===== config.mk =====
export PLATFORM = sky130hd
export DESIGN_NAME = array_rw_ctrl
export DESIGN_NICKNAME = d
export VERILOG_FILES = /design/src/rtl/array_rw_ctrl.sv
export SDC_FILE = /design/constraint.sdc
export NUM_CORES = 1
export LEC_CHECK = 0
export BUFFER_PORTS_ARGS = -buffer_cell sky130_fd_sc_hd__buf_2
export CORE_ASPECT_RATIO = 1.25
export CORE_MARGIN = 3
export CORE_UTILIZATION = 47
export DETAILED_ROUTE_END_ITERATION = 10
export GPL_TIMING_DRIVEN = 0
export PLACE_DENSITY = 0.8
export SLEW_MARGIN = 10
export SYNTH_ARGS = -nofsm -noshare
export SYNTH_HDL_FRONTEND = slang
export SYNTH_SLANG_ARGS = --single-unit

===== constraint.sdc =====
create_clock -name clock -period 2.51 [get_ports clock]
set_input_delay 0.251 -clock clock [delete_from_list [all_inputs] [get_ports clock]]
set_output_delay 0.251 -clock clock [all_outputs]
set_load 0.03 [all_outputs]

===== src/rtl/array_rw_ctrl.sv =====
// Request-side controller for a single-port, one-cycle-latency SRAM: arbitrates write/read
// channels onto RW0 (writes first) and buffers read data in an in-order response FIFO.
// Define ARRAY_INIT_SWEEP_EN to zero-fill the array after every reset before opening the channels.
module array_rw_ctrl #(
    parameter int unsigned ADDR_W     = 8,
    parameter int unsigned DEPTH      = 256,
    parameter int unsigned DATA_W     = 13,
    parameter int unsigned RESP_DEPTH = 3
) (
    input  logic              clock,
    input  logic              reset,

    input  logic              io_w_valid,
    output logic              io_w_ready,
    input  logic [ADDR_W-1:0] io_w_addr,
    input  logic [DATA_W-1:0] io_w_data,

    input  logic              io_r_valid,
    output logic              io_r_ready,
    input  logic [ADDR_W-1:0] io_r_addr,

    output logic              io_resp_valid,
    input  logic              io_resp_ready,
    output logic [DATA_W-1:0] io_resp_data,

    output logic              io_init_done,

    output logic [ADDR_W-1:0] sram_addr,
    output logic              sram_en,
    output logic              sram_wmode,
    output logic [DATA_W-1:0] sram_wdata,
    input  logic [DATA_W-1:0] sram_rdata
);

    localparam int unsigned PTR_W = $clog2(RESP_DEPTH);
    localparam int unsigned CNT_W = $clog2(RESP_DEPTH + 1);

    if (DEPTH != (32'd1 << ADDR_W)) begin : g_depth_check
        $error("array_rw_ctrl: DEPTH must equal 2**ADDR_W");
    end
    if (RESP_DEPTH < 2) begin : g_resp_depth_check
        $error("array_rw_ctrl: RESP_DEPTH must be at least 2");
    end

    logic              init_done;
    logic              sweep_active;
    logic [ADDR_W-1:0] sweep_addr;

`ifdef ARRAY_INIT_SWEEP_EN
    typedef enum logic [0:0] {StInit, StRun} state_e;

    localparam logic [ADDR_W-1:0] LastAddr = ADDR_W'(DEPTH - 1);

    state_e            state_q, state_d;
    logic [ADDR_W-1:0] sweep_q, sweep_d;

    always_ff @(posedge clock or posedge reset) begin
        if (reset) begin
            state_q <= StInit;
            sweep_q <= '0;
        end else begin
            state_q <= state_d;
            sweep_q <= sweep_d;
        end
    end

    // The counter parks on the last address; only reset brings it back to 0.
    always_comb begin
        state_d = state_q;
        sweep_d = sweep_q;
        case (state_q)
            StInit: begin
                if (sweep_q == LastAddr) begin
                    state_d = StRun;
                end else begin
                    sweep_d = sweep_q + ADDR_W'(1);
                end
            end
            StRun:   state_d = StRun;
            default: state_d = StInit;
        endcase
    end

    assign init_done    = (state_q == StRun);
    assign sweep_active = (state_q == StInit);
    assign sweep_addr   = sweep_q;
`else
    assign init_done    = 1'b1;
    assign sweep_active = 1'b0;
    assign sweep_addr   = '0;
`endif

    logic              port_open;
    logic              credit_ok;
    logic              w_fire;
    logic              r_fire;
    logic              inflight_q;

    logic [PTR_W-1:0]  head_q, head_d;
    logic [PTR_W-1:0]  tail_q, tail_d;
    logic [CNT_W-1:0]  count_q, count_d;
    logic [DATA_W-1:0] fifo_q [RESP_DEPTH];
    logic              push;
    logic              pop;

    // Reset is asynchronous, so the channels must close combinationally while it is held.
    assign port_open = init_done & ~reset;

    // A read is only issued when its response is guaranteed a FIFO slot.
    assign credit_ok = (32'(count_q) + 32'(inflight_q)) < RESP_DEPTH;

    assign io_init_done = init_done;
    assign io_w_ready   = port_open;
    assign io_r_ready   = port_open & ~io_w_valid & credit_ok;

    assign w_fire = io_w_valid & io_w_ready;
    assign r_fire = io_r_valid & io_r_ready;

    always_comb begin
        sram_en    = 1'b0;
        sram_wmode = 1'b0;
        sram_addr  = '0;
        sram_wdata = '0;
        if (sweep_active && !reset) begin
            sram_en    = 1'b1;
            sram_wmode = 1'b1;
            sram_addr  = sweep_addr;
        end else if (w_fire) begin
            sram_en    = 1'b1;
            sram_wmode = 1'b1;
            sram_addr  = io_w_addr;
            sram_wdata = io_w_data;
        end else if (r_fire) begin
            sram_en    = 1'b1;
            sram_addr  = io_r_addr;
        end
    end

    function automatic logic [PTR_W-1:0] ptr_inc(input logic [PTR_W-1:0] ptr);
        if (32'(ptr) == RESP_DEPTH - 1) begin
            return '0;
        end
        return ptr + PTR_W'(1);
    endfunction

    assign push          = inflight_q;
    assign io_resp_valid = (count_q != '0);
    assign pop           = io_resp_valid & io_resp_ready;
    assign io_resp_data  = fifo_q[head_q];

    always_comb begin
        head_d  = head_q;
        tail_d  = tail_q;
        count_d = count_q;
        if (push) begin
            tail_d = ptr_inc(tail_q);
        end
        if (pop) begin
            head_d = ptr_inc(head_q);
        end
        unique case ({push, pop})
            2'b10:   count_d = count_q + CNT_W'(1);
            2'b01:   count_d = count_q - CNT_W'(1);
            default: count_d = count_q;
        endcase
    end

    always_ff @(posedge clock or posedge reset) begin
        if (reset) begin
            inflight_q <= 1'b0;
            head_q     <= '0;
            tail_q     <= '0;
            count_q    <= '0;
        end else begin
            inflight_q <= r_fire;
            head_q     <= head_d;
            tail_q     <= tail_d;
            count_q    <= count_d;
        end
    end

    // Read data is only valid in the cycle after issue, so it is captured unconditionally then.
    always_ff @(posedge clock) begin
        if (push) begin
            fifo_q[tail_q] <= sram_rdata;
        end
    end

endmodule


# Word level (Yosys, flattened, before mapping)
# Memories as Yosys holds them, arrays and structs flattened.
# Index checks and enable logic that the tools add are counted.
# word_totals
wordCells	41
ff_bits	7
output_inout_bits	40
mem_bits_ro	0
latchBits	0
memories	1
ramBits	39
# op_classes
shift	0
n_lt_le_gt_ge	1
mux	17
bitwise_logic	7
eq_ne	4
n_div	0
multipliers	0
addsub	5
n_reduce_logical	2
# mem_list
memory	words	width	rd	rd_ports_with_merged_regs	wr	line_no	text
fifo_q	3	13	1	0	1	102	logic [DATA_W-1:0] fifo_q [RESP_DEPTH];
# op_table
operator	n
8-bit 2-to-1 mux	2
13-bit 2-to-1 mux	1
1-bit 2-to-1 mux	9
2-bit 2-to-1 mux	4
2-bit by 1-bit adder with 2-bit output, second input constant	3
2-bit == test, second input constant	3
1-bit bitwise AND	5
2-bit case mux with 2 select lines	1
2-bit nonzero test	2
2-bit by 1-bit adder with 3-bit output	1
3-bit by 2-bit < comparator with 1-bit output, second input constant	1
2-bit by 1-bit == test with 1-bit output, second input constant	1
1-bit inverter	2
2-bit by 1-bit subtractor with 2-bit output, second input constant	1

# Depth between registers and ports, before layout
# Gate-level depths: netlist (run 1).
# depth
word_depth	6
depth_mapped	6
ltp_nobuf	6

# Worst setup path before layout (run 1)
# OpenSTA, ideal clock, no wires.
# synth_path
path_type	flip-flop to output port
from	register count_q[0]
to	output port sram_addr[0]
path_buffers	1
t_required_ns	2.259
slack_ns	0.205
arrival_time_ns	2.054
path_stages_with_launch	7
cell_sequence	dfrtp_1 > ha_1 > ha_1 > a2111oi_4 > and2_1 > buf_6 > a22o_2
# synth_via
elab_chain_cells	6
# synth_rtl
element	line_no	text
start: declaration	101	logic [CNT_W-1:0] count_q, count_d;
start signal: assignment	178	count_q <= count_d;
2-bit by 1-bit adder with 3-bit output	110	assign credit_ok = (32'(count_q) + 32'(inflight_q)) < RESP_DEPTH;
3-bit by 2-bit < comparator with 1-bit output	110	
1-bit bitwise AND	114	assign io_r_ready = port_open & ~io_w_valid & credit_ok;
via io_r_ready	19	output logic io_r_ready,
1-bit bitwise AND	117	assign r_fire = io_r_valid & io_r_ready;
via r_fire	96	logic r_fire;
8-bit 2-to-1 mux	133	end else if (r_fire) begin
8-bit 2-to-1 mux	128	end else if (w_fire) begin
end: declaration	28	output logic [ADDR_W-1:0] sram_addr,
# The timed path passes the listed nets, and every way through them passes these cells.

# Worst setup path in the final report (run 1)
# layout_path
from	register inflight_q
to	output port sram_addr[2]
# layout_via
elab_chain_cells	6
# layout_rtl
element	line_no	text
start: declaration	97	logic inflight_q;
start signal: assignment	175	inflight_q <= r_fire;
2-bit by 1-bit adder with 3-bit output	110	
3-bit by 2-bit < comparator with 1-bit output	110	
1-bit bitwise AND	114	
1-bit bitwise AND	117	
via r_fire	96	
8-bit 2-to-1 mux	133	
8-bit 2-to-1 mux	128	
# The timed path passes the listed nets, and every way through them passes these cells.

==> impl_metrics.ini, run 1 <==
[status]
run_status = finished clean

[critical_path]
cp_data_required_time_ns = 2.26
critPathArrivalTime_ns = 2.18
worstPathMaxFanout = 10
reg2reg_depth = 2
crit_type = register to output port
setup.worst_path.start_class = register
worstSetupEndpointType = output port

[synthesis]
adder_and_majority_cell_fraction_of_the_synthesized_area_pct = 1.87
yosysWarningCount = 0
post_synth.cell_area_avg_um2 = 14.0
synth_area_leaders = edfxtp_1, dfrtp_1, mux2i_1, and2_1, a22o_2
synth_compound_gate_area_share_pct = 10.2
synth-seq-cells = 46
dominantRegCellSynth = edfxtp_1
synth-edff-count = 39
synth_simple_gate_area_share_pct = 9.65
synthMuxAreaShare_pct = 6.47
synth_sequential_area_ratio_pct = 67.0
post-synth-top-area-fraction_pct = 58.2
postSynthCellCount = 144
synth_top_family_by_area = compound AO/OA/AOI/OAI gates
syn_nets = 194
synthXorXnorAreaFrac_pct = 1.31
synth-async-reset-ratio_pct = 15.2
yosysUniqueCellTypes = 24
syn-cell-area_um2 = 2010
post-synth-top-area-cell = edfxtp_1

[placement]
place_area_um2 = 2500
io_buffer_count = 85
detailed_place_hpwl_mm = 3.13
globalplace.congestion = 0.730

[routing]
firstDrtPassIters = 4
drc = 0
wire_per_inst_um = 13.9
ant_nets = 0
drt_iter0_markers = 51
dr_total_vias = 1421
routed_via_density = 4.80
drt_wl_total_mm = 4.12

[sta]
hold_violations = 0
worstMarginPinSlew_ns = 1.21
fin_worst_skew_ns = 0.00500
highest_clock_rate_ghz = 0.412
post-route-period-util_pct = 96.7
grt_setup_unrepaired = no
finalSetupTns_ns = 0
min_period_ns = 2.43
slew_violations = 0
setup_viol = 0
slew-limit-headroom_pct = 19.0

[clocking]
clkTransAtPathRegs_ns = 0.08
tritoncts_clock_tree = yes
number_of_sinks_driven_by_the_clock_tree = 46
number_of_buffers_added_by_the_clock_tree_synthesis_step = 5
cts_buffer_depth = 2
clk_lat_worst_skew_ns = 0.29
cts_root_buf = clkbuf_8
h-tree-depth = 2

[global_routing]
total_track_usage_pct = 17.1
gr-usage-met3_pct = 4.95
grt_start_max_net_pins = 15
first_pass_grt_wire_length_mm = 6.55
groute.layer.met1.usage_pct = 18.2
first_global_vias = 1444
antenna_found_initial = 0
grt_busiest_layer = met2
gr-total-overflow = 0
gr-usage-met2_pct = 32.1

[die]
die-height_um = 79.1
die-area_um2 = 5100
chipWidth_um = 64.5
rows = 25
core_region_area_um2 = 3940
boundaryPins = 87
floorplan.initialDensity_pct = 51.0

[power_and_ir_drop]
net_switching_share_of_the_total_power_pct = 37.6
power_per_cell_area_nw_per_um2 = 965
share_seq_of_total_power_pct = 37.2
leakage_power_summed_over_all_cells_nw = 1.20
cellInternalPower_w = 0.00162
combinationalPowerShare_pct = 42.7
power_spent_charging_and_discharging_nets_w = 0.000974
vdd_drop_max_mv = 0.608
pwr-share-clk_pct = 20.0

[min_path]
holdPathStages = 1
worstHoldPathType = input port to register

[final_layout]
antenna_cells = 0
nFillCells = 314
most-common-layout-cells = buf_2, edfxtp_1, o21ai_0
final_net_count = 291
multi_input_gate_area_um2 = 599
layout-drive-gt1-share_pct = 47.9
mostFrequentLayoutCell = buf_2
utilization_after_layout_pct = 68.1
finish.instance_area_um2 = 2680
sequential_cell_area_um2 = 1350
layout-area-overhead-vs-synth_pct = 33.5

[flow_run]
cap_violations = 0
## final timing paths
| path | start | to | slack, ns |
|---|---|---|---|
| setup / recovery | inflight_q | sram_addr[2] | 0.08 |
| hold / removal | sram_rdata[5] | fifo_q[2][5] | 0.16 |
| setup reg to reg | tail_q[1] | fifo_q[0][12] | 0.65 |
| hold reg to reg | tail_q[1] | tail_q[1] | 0.51 |
| max in group asynchronous | reset | count_q[0] | 1.76 |
| min in group asynchronous | reset | tail_q[1] | 0.49 |
## sequential cells by signal (all words and copies together) (netlist names)
signal / count
tail_q: 2
head_q: 2
inflight_q: 1
fifo_q: 39
count_q: 2
## cells in the mapped netlist, types with 2 or more instances
master,instances
edfxtp_1,39
o21ai_0,15
and2_1,14
nand2_1,14
mux2i_1,13
a22o_2,8
dfrtp_1,7
inv_1,4
a21o_1,3
buf_2,3
clkbuf_1,3
ha_1,3
nor2_1,3
buf_4,2
nand2b_1,2
or2_2,2
xnor2_1,2
## worst max-delay path: stages (launching register included)
cell       delay (ns)
dfrtp_1          0.41
ha_1             0.21
ha_1             0.30
a2111oi_4        0.35
and2_1           0.18
buf_6            0.13
a22o_2           0.13
clkbuf_4         0.18
## what timing repair did
| action | in CTS | in global routing |
|---|---|---|
| setup buffers | 0 | 4 |
| resized for setup | 0 | 17 |
| hold buffers | 1 | 0 |
| hold endpoints to repair | 7 | 0 |
| setup endpoints to repair | 0 | 9 |
## cell type report
type	instances	share of cell area [%]
flip-flops and latches	46	50.2
multi-input cells	85	22.3
repair buffers	90	18.4
clock buffers	5	2.56
well taps	54	2.52
plain buffers	9	1.96
clock inverters	3	1.49
inverters	4	0.559
## logic make-up (layout without fill, tap and decap cells)
group | count (synthesis) | count (layout)
flip-flops | 46 | 46
AND/OR/NAND/NOR | 38 | 38
AO/OA/AOI/OAI | 27 | 27
multiplexers | 13 | 13
buffers and inverters | 13 | 111
adder cells (fa/ha/maj) | 3 | 3
XOR/XNOR | 3 | 3
other | 1 | 1
## power groups by stage
stage | combinational, W | clock (W) | sequential [W]
after floorplan | 0.000765 | 0 | 0.000972
after global placement | 0.00103 | 0 | 0.000982
after detailed placement | 0.00105 | 0 | 0.000986
after global routing | 0.00121 | 0.000551 | 0.000975
final | 0.00111 | 0.000519 | 0.000965
after CTS | 0.00106 | 0.000528 | 0.000969
## metrics by stage
step	setup slack, ns	std cells	hold slack (ns)	power, W
final	0.0836	296	0.158	0.00259
after global routing	0.00246	296	0.151	0.00273
after CTS	0.000938	292	0.149	0.00255
after detailed placement	0.324	283	0.257	0.00204
after global placement	0.336	283	0.247	0.00201
after floorplan	0.205	144	0.156	0.00174
## routing by layer
layer  part of all wire (%)  vias up
met1                     37      648
li1                       -      707
met5                      0        -
met4                   0.95        0
met2                     54       60
met3                    7.7        6
Power figures use the tool's default switching activity.
==> run 2: changes to the inputs <==
Settings changed: CELL_PAD_IN_SITES_DETAIL_PLACEMENT set to 2, CELL_PAD_IN_SITES_GLOBAL_PLACEMENT set to 2, CORE_UTILIZATION 47 to 30, PLACE_DENSITY 0.8 to 0.81.
==> impl_metrics.ini, run 2 (synthesis results as in run 1) <==
[status]
run_status = finished clean

[power_and_ir_drop]
report.power.total_w = 0.00250
power_per_cell_area_nw_per_um2 = 938
leakage_power_summed_over_all_cells_nw = 1.17
vdd_drop_max_mv = 0.292

[sta]
slew-limit-headroom_pct = 45.5
highest_clock_rate_ghz = 0.416
grt_setup_unrepaired = no
worstMarginPinSlew_ns = 0.817
slew_violations = 0
fin_worst_skew_ns = 0.00579
finalSetupTns_ns = 0
setup_viol = 0
min_period_ns = 2.41
post-route-period-util_pct = 95.9
hold_violations = 0

[clocking]
h-tree-depth = 2
number_of_sinks_driven_by_the_clock_tree = 46
cts_root_buf = clkbuf_8
tritoncts_clock_tree = yes
clk_lat_worst_skew_ns = 0.30
cts_buffer_depth = 2
number_of_buffers_added_by_the_clock_tree_synthesis_step = 5
clkTransAtPathRegs_ns = 0.07

[critical_path]
reg2reg_slack_ns = 0.54
crit_path_frequent_cell = ha_1
worstSetupEndpointType = output port
max_stage_delay_ns = 0.40
critPathArrivalTime_ns = 2.16
setup.worst_path.start_class = register
crit-reg2reg-capture = count_q[1]
reg2reg_depth = 6
worstPathMaxFanout = 10
crit_type = register to output port
crit-reg2reg-launch = count_q[0]
critical_path.cell_chain = ha_1 > ha_1 > a2111oi_4 > and2_1 > buf_6 > a22o_2 > buf_2
crit_slowest_cell = dfrtp_1
cp_data_required_time_ns = 2.26

[die]
boundaryPins = 87
floorplan.initialDensity_pct = 31.8
die-area_um2 = 7730
rows = 32
chipWidth_um = 79.2
core_region_area_um2 = 6330
die-height_um = 97.5

[global_routing]
total_track_usage_pct = 14.8
gr-total-overflow = 0
first_global_vias = 1779
antenna_found_initial = 0
first_pass_grt_wire_length_mm = 8.54
grt_start_max_net_pins = 15

[min_path]
holdCritStartpoint = sram_rdata[5]
holdPathStages = 1
worstHoldPathType = input port to register
hold-path-endpoint = fifo_q[0][5]

[final_layout]
final_net_count = 289
mostFrequentLayoutCell = buf_2
largest_register = fifo_q
antenna_cells = 0
layout-drive-gt1-share_pct = 46.7
flip_flop_count_of_the_largest_register_after_layout = 39
layout-area-overhead-vs-synth_pct = 32.9
finish.instance_area_um2 = 2670
most-common-layout-cells = buf_2, edfxtp_1, o21ai_0

[routing]
ant_nets = 0
wire_per_inst_um = 16.7
routed_via_density = 4.62
firstDrtPassIters = 3
drc = 0
drt_iter0_markers = 44
dr_total_vias = 1501
drt_wl_total_mm = 5.42

[placement]
place_area_um2 = 2540
io_buffer_count = 85
globalplace.congestion = 0.654
detailed_place_hpwl_mm = 4.20

[flow_run]
cap_violations = 0
-- run 2: where the power goes --
part           internal, W  switching, W
combinational     0.000374      0.000742
sequential        0.000921     0.0000468
clock             0.000191      0.000230
-- run 2: worst max-delay path by stage --
stage	start	end	depth (start not counted)
floorplan	count_q[0]	sram_addr[0]	6
global placement	count_q[0]	sram_addr[2]	7
detailed placement	count_q[0]	sram_addr[2]	7
CTS	inflight_q	sram_addr[0]	7
global route	inflight_q	sram_addr[0]	7
finish	inflight_q	sram_addr[3]	7
-- run 2: stage by stage --
step                      hold WS (ns)  utilization, %  instances  worst slack [ns]
after detailed placement         0.266            40.2        314             0.285
after global routing             0.143            42.2        325            0.0131
after floorplan                  0.156               -        144             0.205
after global placement           0.249            40.2        314             0.335
final                            0.151            42.2        325             0.103
after CTS                        0.144            42.0        325           0.00459
-- run 2: cell type report --
class | instances | area, µm²
buffer | 9 | 52.6
clock buffer | 6 | 72.6
clock inverter | 2 | 8.76
fill | 686 | 3650
inverter | 4 | 15.0
multi-input combinational | 85 | 602
sequential | 46 | 1350
tap | 85 | 106
timing repair buffer | 88 | 468
-- run 2: metal layers --
layer | share of wire (%) | up-vias | global-route usage (%)
met3 | 9.6 | 5 | 5.94
met5 | 0 | - | 0
met2 | 56 | 81 | 28.9
li1 | - | 703 | -
met4 | 1.5 | 0 | 5.16
met1 | 33 | 712 | 13.2
-- run 2: what timing repair did --
action	4_1_cts	5_1_grt
pin swaps	0	1
gates resized for setup	3	4
buffers inserted	2	0
hold endpoints to repair	7	0
setup endpoints to repair	9	9
hold buffers	1	0
-- run 2: worst max-delay path: cells and delay by family, from the launching register on --
kind	cells	cell delay, ns
AOI/OAI and AO/OA	2	0.44
adders and majority gates	2	0.51
buffers and inverters	2	0.32
DFF	1	0.40
and+or+nand+nor	1	0.19
